`config.mk`:
```
export PLATFORM = sky130hd
export DESIGN_NAME = wb_qspi_arbiter
export DESIGN_NICKNAME = d
export VERILOG_FILES = /design/src/rtl/wb_qspi_arbiter.sv
export SDC_FILE = /design/constraint.sdc
export NUM_CORES = 1
export LEC_CHECK = 0
export ABC_CLOCK_PERIOD_IN_PS = 1820
export CORE_ASPECT_RATIO = 1.5
export CORE_MARGIN = 2
export CORE_UTILIZATION = 30
export CTS_BUF_LIST = sky130_fd_sc_hd__clkbuf_4 sky130_fd_sc_hd__clkbuf_8
export CTS_CLUSTER_SIZE = 14
export DETAILED_ROUTE_END_ITERATION = 10
export PLACE_DENSITY_LB_ADDON = 0.25
export SLEW_MARGIN = 20
export SYNTH_ARGS = -nofsm -noshare
export SYNTH_HDL_FRONTEND = slang
export SYNTH_SLANG_ARGS = --single-unit
```
`constraint.sdc`:
```
create_clock -name clk_i -period 1.82 [get_ports clk_i]
set_input_delay 0.455 -clock clk_i [delete_from_list [all_inputs] [get_ports clk_i]]
set_output_delay 0.455 -clock clk_i [all_outputs]
set_load 0.02 [all_outputs]
```
`src/rtl/wb_qspi_arbiter.sv`:
```
// Shares one QSPI memory controller between the instruction and data Wishbone buses.
// Latency: grant registers the request (mem_stb_o one cycle after stb), master ack rides on mem_ack_i; buffer hits and ROM writes ack after one cycle.
// Backpressure: one transaction outstanding; a master holds stb until its ack, and the losing bus waits in place until the arbiter returns to IDLE.
module wb_qspi_arbiter #(
  parameter int SEL_BIT  = 24,
  parameter bit USE_IBUF = 1'b1
) (
  input  logic        clk_i,
  input  logic        rst_in,
  // instruction bus
  input  logic        ibus_stb_i,
  input  logic [31:0] ibus_adr_i,
  output logic        ibus_ack_o,
  output logic [31:0] ibus_dat_o,
  // data bus
  input  logic        dbus_stb_i,
  input  logic        dbus_we_i,
  input  logic [3:0]  dbus_be_i,
  input  logic [31:0] dbus_adr_i,
  input  logic [31:0] dbus_dat_i,
  output logic        dbus_ack_o,
  output logic [31:0] dbus_dat_o,
  // fetch buffer invalidate (fence.i)
  input  logic        flush_i,
  // QSPI controller side
  output logic        mem_stb_o,
  output logic        mem_we_o,
  output logic [3:0]  mem_be_o,
  output logic [31:0] mem_dat_o,
  output logic [21:0] mem_adr_o,
  output logic        sel_rom_ram_o,
  input  logic        mem_ack_i,
  input  logic [31:0] mem_dat_i
);

  typedef enum logic [2:0] {
    S_IDLE  = 3'd0,
    S_MEM_I = 3'd1,
    S_MEM_D = 3'd2,
    S_HIT   = 3'd3,
    S_DROP  = 3'd4
  } state_t;

  state_t      state_q, state_d;
  logic        last_q, last_d;      // 1 = data bus won the previous grant
  logic        stb_q, stb_d;
  logic        we_q, we_d;
  logic [3:0]  be_q, be_d;
  logic [31:0] wdat_q, wdat_d;
  logic [21:0] adr_q, adr_d;
  logic        sel_q, sel_d;
  logic        buf_vld_q, buf_vld_d;
  logic [21:0] buf_tag_q, buf_tag_d;
  logic [31:0] buf_dat_q, buf_dat_d;

  // Arbitration terms, only acted upon in IDLE
  logic pick_d, pick_i, ibuf_hit, rom_wr, ram_wr_grant, mem_done;

  assign pick_d       = dbus_stb_i && (!ibus_stb_i || !last_q);
  assign pick_i       = ibus_stb_i && !pick_d;
  assign ibuf_hit     = USE_IBUF && buf_vld_q && (buf_tag_q == ibus_adr_i[23:2]);
  // Flash is mapped twice on the controller; a ROM write would land in the RAM alias
  assign rom_wr       = dbus_we_i && !dbus_adr_i[SEL_BIT];
  assign ram_wr_grant = (state_q == S_IDLE) && pick_d && dbus_we_i && dbus_adr_i[SEL_BIT];
  assign mem_done     = ((state_q == S_MEM_I) || (state_q == S_MEM_D)) && mem_ack_i;

  // Address bits outside the word/region fields carry no meaning here
  logic unused_adr_bits;
  assign unused_adr_bits = ^{ibus_adr_i[31:24], ibus_adr_i[1:0],
                             dbus_adr_i[31:24], dbus_adr_i[1:0]};

  // State register
  always_ff @(posedge clk_i or negedge rst_in) begin
    if (!rst_in) state_q <= S_IDLE;
    else         state_q <= state_d;
  end

  // Next-state: grant in IDLE, leave MEM_x on controller ack, HIT/DROP last one cycle
  always_comb begin
    state_d = state_q;
    case (state_q)
      S_IDLE: begin
        if (pick_d)      state_d = rom_wr   ? S_DROP : S_MEM_D;
        else if (pick_i) state_d = ibuf_hit ? S_HIT  : S_MEM_I;
      end
      S_MEM_I, S_MEM_D: if (mem_ack_i) state_d = S_IDLE;
      S_HIT, S_DROP:    state_d = S_IDLE;
      default:          state_d = S_IDLE;
    endcase
  end

  // Master-side acks and read data; unselected data buses read as zero
  always_comb begin
    ibus_ack_o = 1'b0;
    ibus_dat_o = 32'h0;
    dbus_ack_o = 1'b0;
    dbus_dat_o = 32'h0;
    case (state_q)
      S_MEM_I: if (mem_ack_i) begin
        ibus_ack_o = 1'b1;
        ibus_dat_o = mem_dat_i;
      end
      S_MEM_D: if (mem_ack_i) begin
        dbus_ack_o = 1'b1;
        dbus_dat_o = mem_dat_i;
      end
      S_HIT: begin
        ibus_ack_o = 1'b1;
        ibus_dat_o = buf_dat_q;
      end
      S_DROP:  dbus_ack_o = 1'b1;
      default: ;
    endcase
  end

  // Controller request registers, fairness flag and fetch buffer
  always_ff @(posedge clk_i or negedge rst_in) begin
    if (!rst_in) begin
      last_q    <= 1'b0;
      stb_q     <= 1'b0;
      we_q      <= 1'b0;
      be_q      <= 4'h0;
      wdat_q    <= 32'h0;
      adr_q     <= 22'h0;
      sel_q     <= 1'b0;
      buf_vld_q <= 1'b0;
      buf_tag_q <= 22'h0;
      buf_dat_q <= 32'h0;
    end else begin
      last_q    <= last_d;
      stb_q     <= stb_d;
      we_q      <= we_d;
      be_q      <= be_d;
      wdat_q    <= wdat_d;
      adr_q     <= adr_d;
      sel_q     <= sel_d;
      buf_vld_q <= buf_vld_d;
      buf_tag_q <= buf_tag_d;
      buf_dat_q <= buf_dat_d;
    end
  end

  // Capture the granted request; hold it stable until the controller acks
  always_comb begin
    last_d    = last_q;
    stb_d     = stb_q;
    we_d      = we_q;
    be_d      = be_q;
    wdat_d    = wdat_q;
    adr_d     = adr_q;
    sel_d     = sel_q;
    buf_vld_d = buf_vld_q;
    buf_tag_d = buf_tag_q;
    buf_dat_d = buf_dat_q;

    if (state_q == S_IDLE) begin
      if (pick_d) begin
        last_d = 1'b1;
        if (!rom_wr) begin
          stb_d  = 1'b1;
          we_d   = dbus_we_i;
          be_d   = dbus_be_i;
          wdat_d = dbus_dat_i;
          adr_d  = dbus_adr_i[23:2];
          sel_d  = dbus_adr_i[SEL_BIT];
        end
      end else if (pick_i) begin
        last_d = 1'b0;
        if (!ibuf_hit) begin
          stb_d  = 1'b1;
          we_d   = 1'b0;
          be_d   = 4'hF;
          wdat_d = 32'h0;
          adr_d  = ibus_adr_i[23:2];
          sel_d  = ibus_adr_i[SEL_BIT];
        end
      end
    end

    // Drop the strobe right after the ack so the controller never sees it stale
    if (mem_done) stb_d = 1'b0;

    if ((state_q == S_MEM_I) && mem_ack_i) begin
      buf_vld_d = 1'b1;
      buf_tag_d = ibus_adr_i[23:2];
      buf_dat_d = mem_dat_i;
    end

    // Invalidation wins over a same-cycle fill
    if (flush_i || (ram_wr_grant && (dbus_adr_i[23:2] == buf_tag_q))) buf_vld_d = 1'b0;
  end

  assign mem_stb_o     = stb_q;
  assign mem_we_o      = we_q;
  assign mem_be_o      = be_q;
  assign mem_dat_o     = wdat_q;
  assign mem_adr_o     = adr_q;
  assign sel_rom_ram_o = sel_q;

endmodule

```
==> results.md <==
- Worst EP required: between 1 and 1.5 ns
- Pre-CTS WS: -0.810 ns
- Ys async rst share: 100%
- First-pass GRT wire length: approximately 33000 um
- Final Net Count: between 1000 and 1500
- Final wirelength: 20900 um
- Die width: about 120 um
- Synth Flop Type: dfrtp_1
- Largest net degree at the start of global routing: 43
- P&R area growth vs syn: 78.2%
- Die Height: about 180 um
- H-tree levels: 4
- Mean routed wirelength per cell: around 17 um
- Max-cap violations: 0
- CP Data Arrival Time: 1.66 ns
- Leak: between 4 and 5 nW
- Mean post-synth cell area: 10.3 um2
- Syn Nets: 740
- Top cells by count, synth: 120 x dfrtp_1, 76 x nand2_1, 55 x mux2_2, 40 x nor2_1, 39 x xnor2_1
- Mapped Area: roughly 0.0062 mm2
- Pwr/cell area: about 1500 mW/mm2
- Clock skew: between 0.01 and 0.015 ns
- Via count: around 5700
- Die ar.: roughly 0.022 mm2
- Design Power: 17.0 mW
- Fill count: between 1500 and 2000
- Fraction of layout cells with a size suffix above 1: between 40% and 50%
- Setup violators final: 127
- CTS root buffer: clkbuf_8
- Slew HR: between 70 and 80%
- First DRT Iteration DRCs: 215
- Final min period: 2.11 ns
- Multi-input gate area: around 0.0033 mm2
- Critical path capture point type: output port
- Final Hold Slack: 0.371 ns
- Peak Freq: ~470 MHz
- Post-synth EDFFs: 0
- CTS Buf Count: 17
- First-pass detailed-route iteration total: 4
- Register clock-pin slew on the reported worst setup and hold paths: 0.07 ns
- Slew @ Worst Pin: 0.401 ns
- Final Max Tran Viols: 0
- # DRC: 0
- Diodes inserted: 0
- Vias per cell: roughly 4.6
- Post-route ant nets: 0
- Num rows: 64
- Final core occ: between 50 and 60%
- Area of the core: between 0.02 and 0.025 mm2
- Count leader, synth: dfrtp_1
- Sinks on Clock Net: 120
- PortBufs: between 200 and 250
- CTS tree: yes
- Routability cong.: 0.756
- Netlist cell types: 40
- Final Hold Vio Count: 0
- Dominant cells by area after synthesis: dfrtp_1 49%, mux2_2 10%, xnor2_1 5.5%
- Critical path launch point type: register
- RSZ-0062 raised after global routing: true
- Hold crit path type: in -> reg
- Yosys top cell by area: dfrtp_1
- DP Cell Count: ~1100
- Register Area: around 0.0030 mm2
- Failing checks: negative setup slack
- Post-synthesis cell count: 601
- Post-route insts no fill: 1217
- Worst Path Max Fanout: 24
- Final period utilization: 116%
- Global-route usage over all layers: 19.2%
- Latest clock arrival within the worst-skew pair: ~0.43 ns
- R2R setup slack: -0.20 ns
- Status: finished with violations
- Gr ovfl total: 0
- Hpwl dp: 13900 um
- Seq/Total Area, Yosys: between 40% and 50%
- Initial antenna violation count: 0
- Initial core utilization: between 30% and 40%
- Vias in the first global route: roughly 5800
- Slack of the critical path: -0.293 ns
- CTS Buffer Depth: 2
- Flops & latches, synth: 120
- Peak supply drop: between 700 and 800 uV
- IO Count: ~270
- Synth top area share: slightly below 50%
- Yosys warnings: 0
- Critical path class: reg -> out
[flip-flops by register name (all words and copies together) (netlist names)]
signal and cells:
buf_dat_q 32, mem_dat_o 32, buf_tag_q 22, mem_adr_o 22, mem_be_o 4, state_q 3
buf_vld_q 1, last_q 1, mem_stb_o 1, mem_we_o 1, sel_rom_ram_o 1
[cell families after synthesis]
logic type,after synthesis,share of synthesized area [%]
buffers and inverters,70,4.73
XOR/XNOR,44,6.23
multiplexers,77,15.4
AO/OA/AOI/OAI,81,8.60
flip-flops,120,48.5
AND/OR/NAND/NOR,209,16.5
[placed cells by master (no fill, tap or decap), types with 3 or more instances in the layout]
master	instances
o21ai_0	3
xnor2_2	3
clkdlybuf4s50_1	107
buf_12	20
o21ai_2	23
mux2_4	24
buf_6	56
mux2_2	53
o21a_1	4
clkinv_4	3
nor2_1	11
bufbuf_16	3
xor2_1	5
and2_1	26
xnor2_1	36
and2_4	6
nand2_1	76
a22oi_2	29
o21ai_1	6
nor2_2	27
nand3_1	33
inv_1	33
bufinv_16	3
clkbuf_8	18
or3_1	4
dlygate4sd2_1	71
buf_16	9
dfrtp_1	119
nand4_1	9
buf_4	83
clkinv_2	6
clkbuf_16	3
[routing by layer]
layer	wire length [um]	vias to the layer above	global-route usage [%]	share of wire, %
met1	8100	2724	22.0	39
met5	0	-	0	0
met2	11200	179	34.6	53
met4	535	0	6.62	2.6
li1	-	2718	-	-
met3	1080	32	4.57	5.2
[layout make-up]
class                   count  area share (%)
clock buffers              19            2.32
clock inverters            13            1.40
inverters                  33            1.12
multi-input cells         411            30.1
flip-flops and latches    120            27.3
well taps                 264            3.00
repair buffers            357            34.8
[metrics by stage]
step	setup TNS, ns	area [um2]
after floorplan	0	6260
after global placement	-105.65	9620
after detailed placement	-110.30	9620
after CTS	-31.17	10700
after global routing	-35.96	11000
final	-25.79	11000
[timing repair]
item	CTS	global route
cloned	17	3
endpoints found under the hold margin	22	0
pin swaps	14	18
buffers inserted	21	3
endpoints found under the setup margin	188	138
gates resized for setup	498	96
hold buffers	1	0
[power by group]
| group | leakage, nW | internal [mW] | switching, mW | total [mW] |
|---|---|---|---|---|
| combinational | 3.31 | 5.28 | 4.41 | 9.69 |
| clock | 0.212 | 1.40 | 1.14 | 2.53 |
| sequential | 1.46 | 3.96 | 0.795 | 4.75 |
[worst max-delay path, cell delays in order (launching register included)]
cell and delay, ns:
dfrtp_2 0.47, and4bb_2 0.29, buf_12 0.16, and2_1 0.16, buf_4 0.15
[path summary, 6_finish.rpt]
check,cells after the start,to,from
min in group asynchronous,2,buf_dat_q[14]$_DFFE_PN0P_,rst_in
worst max register to register,7,mem_adr_o[12]$_DFFE_PN0P_,buf_tag_q[11]$_DFFE_PN0P_
max in group asynchronous,3,mem_dat_o[18]$_DFFE_PN0P_,rst_in
worst min-delay path,2,buf_tag_q[20]$_DFFE_PN0P_,ibus_adr_i[22]
worst max-delay path,4,dbus_dat_o[25],state_q[1]$_DFFE_PN0P_
worst min register to register,1,mem_be_o[2]$_DFFE_PN0P_,mem_be_o[2]$_DFFE_PN0P_
Note: power is estimated with default switching activity, not from simulation.
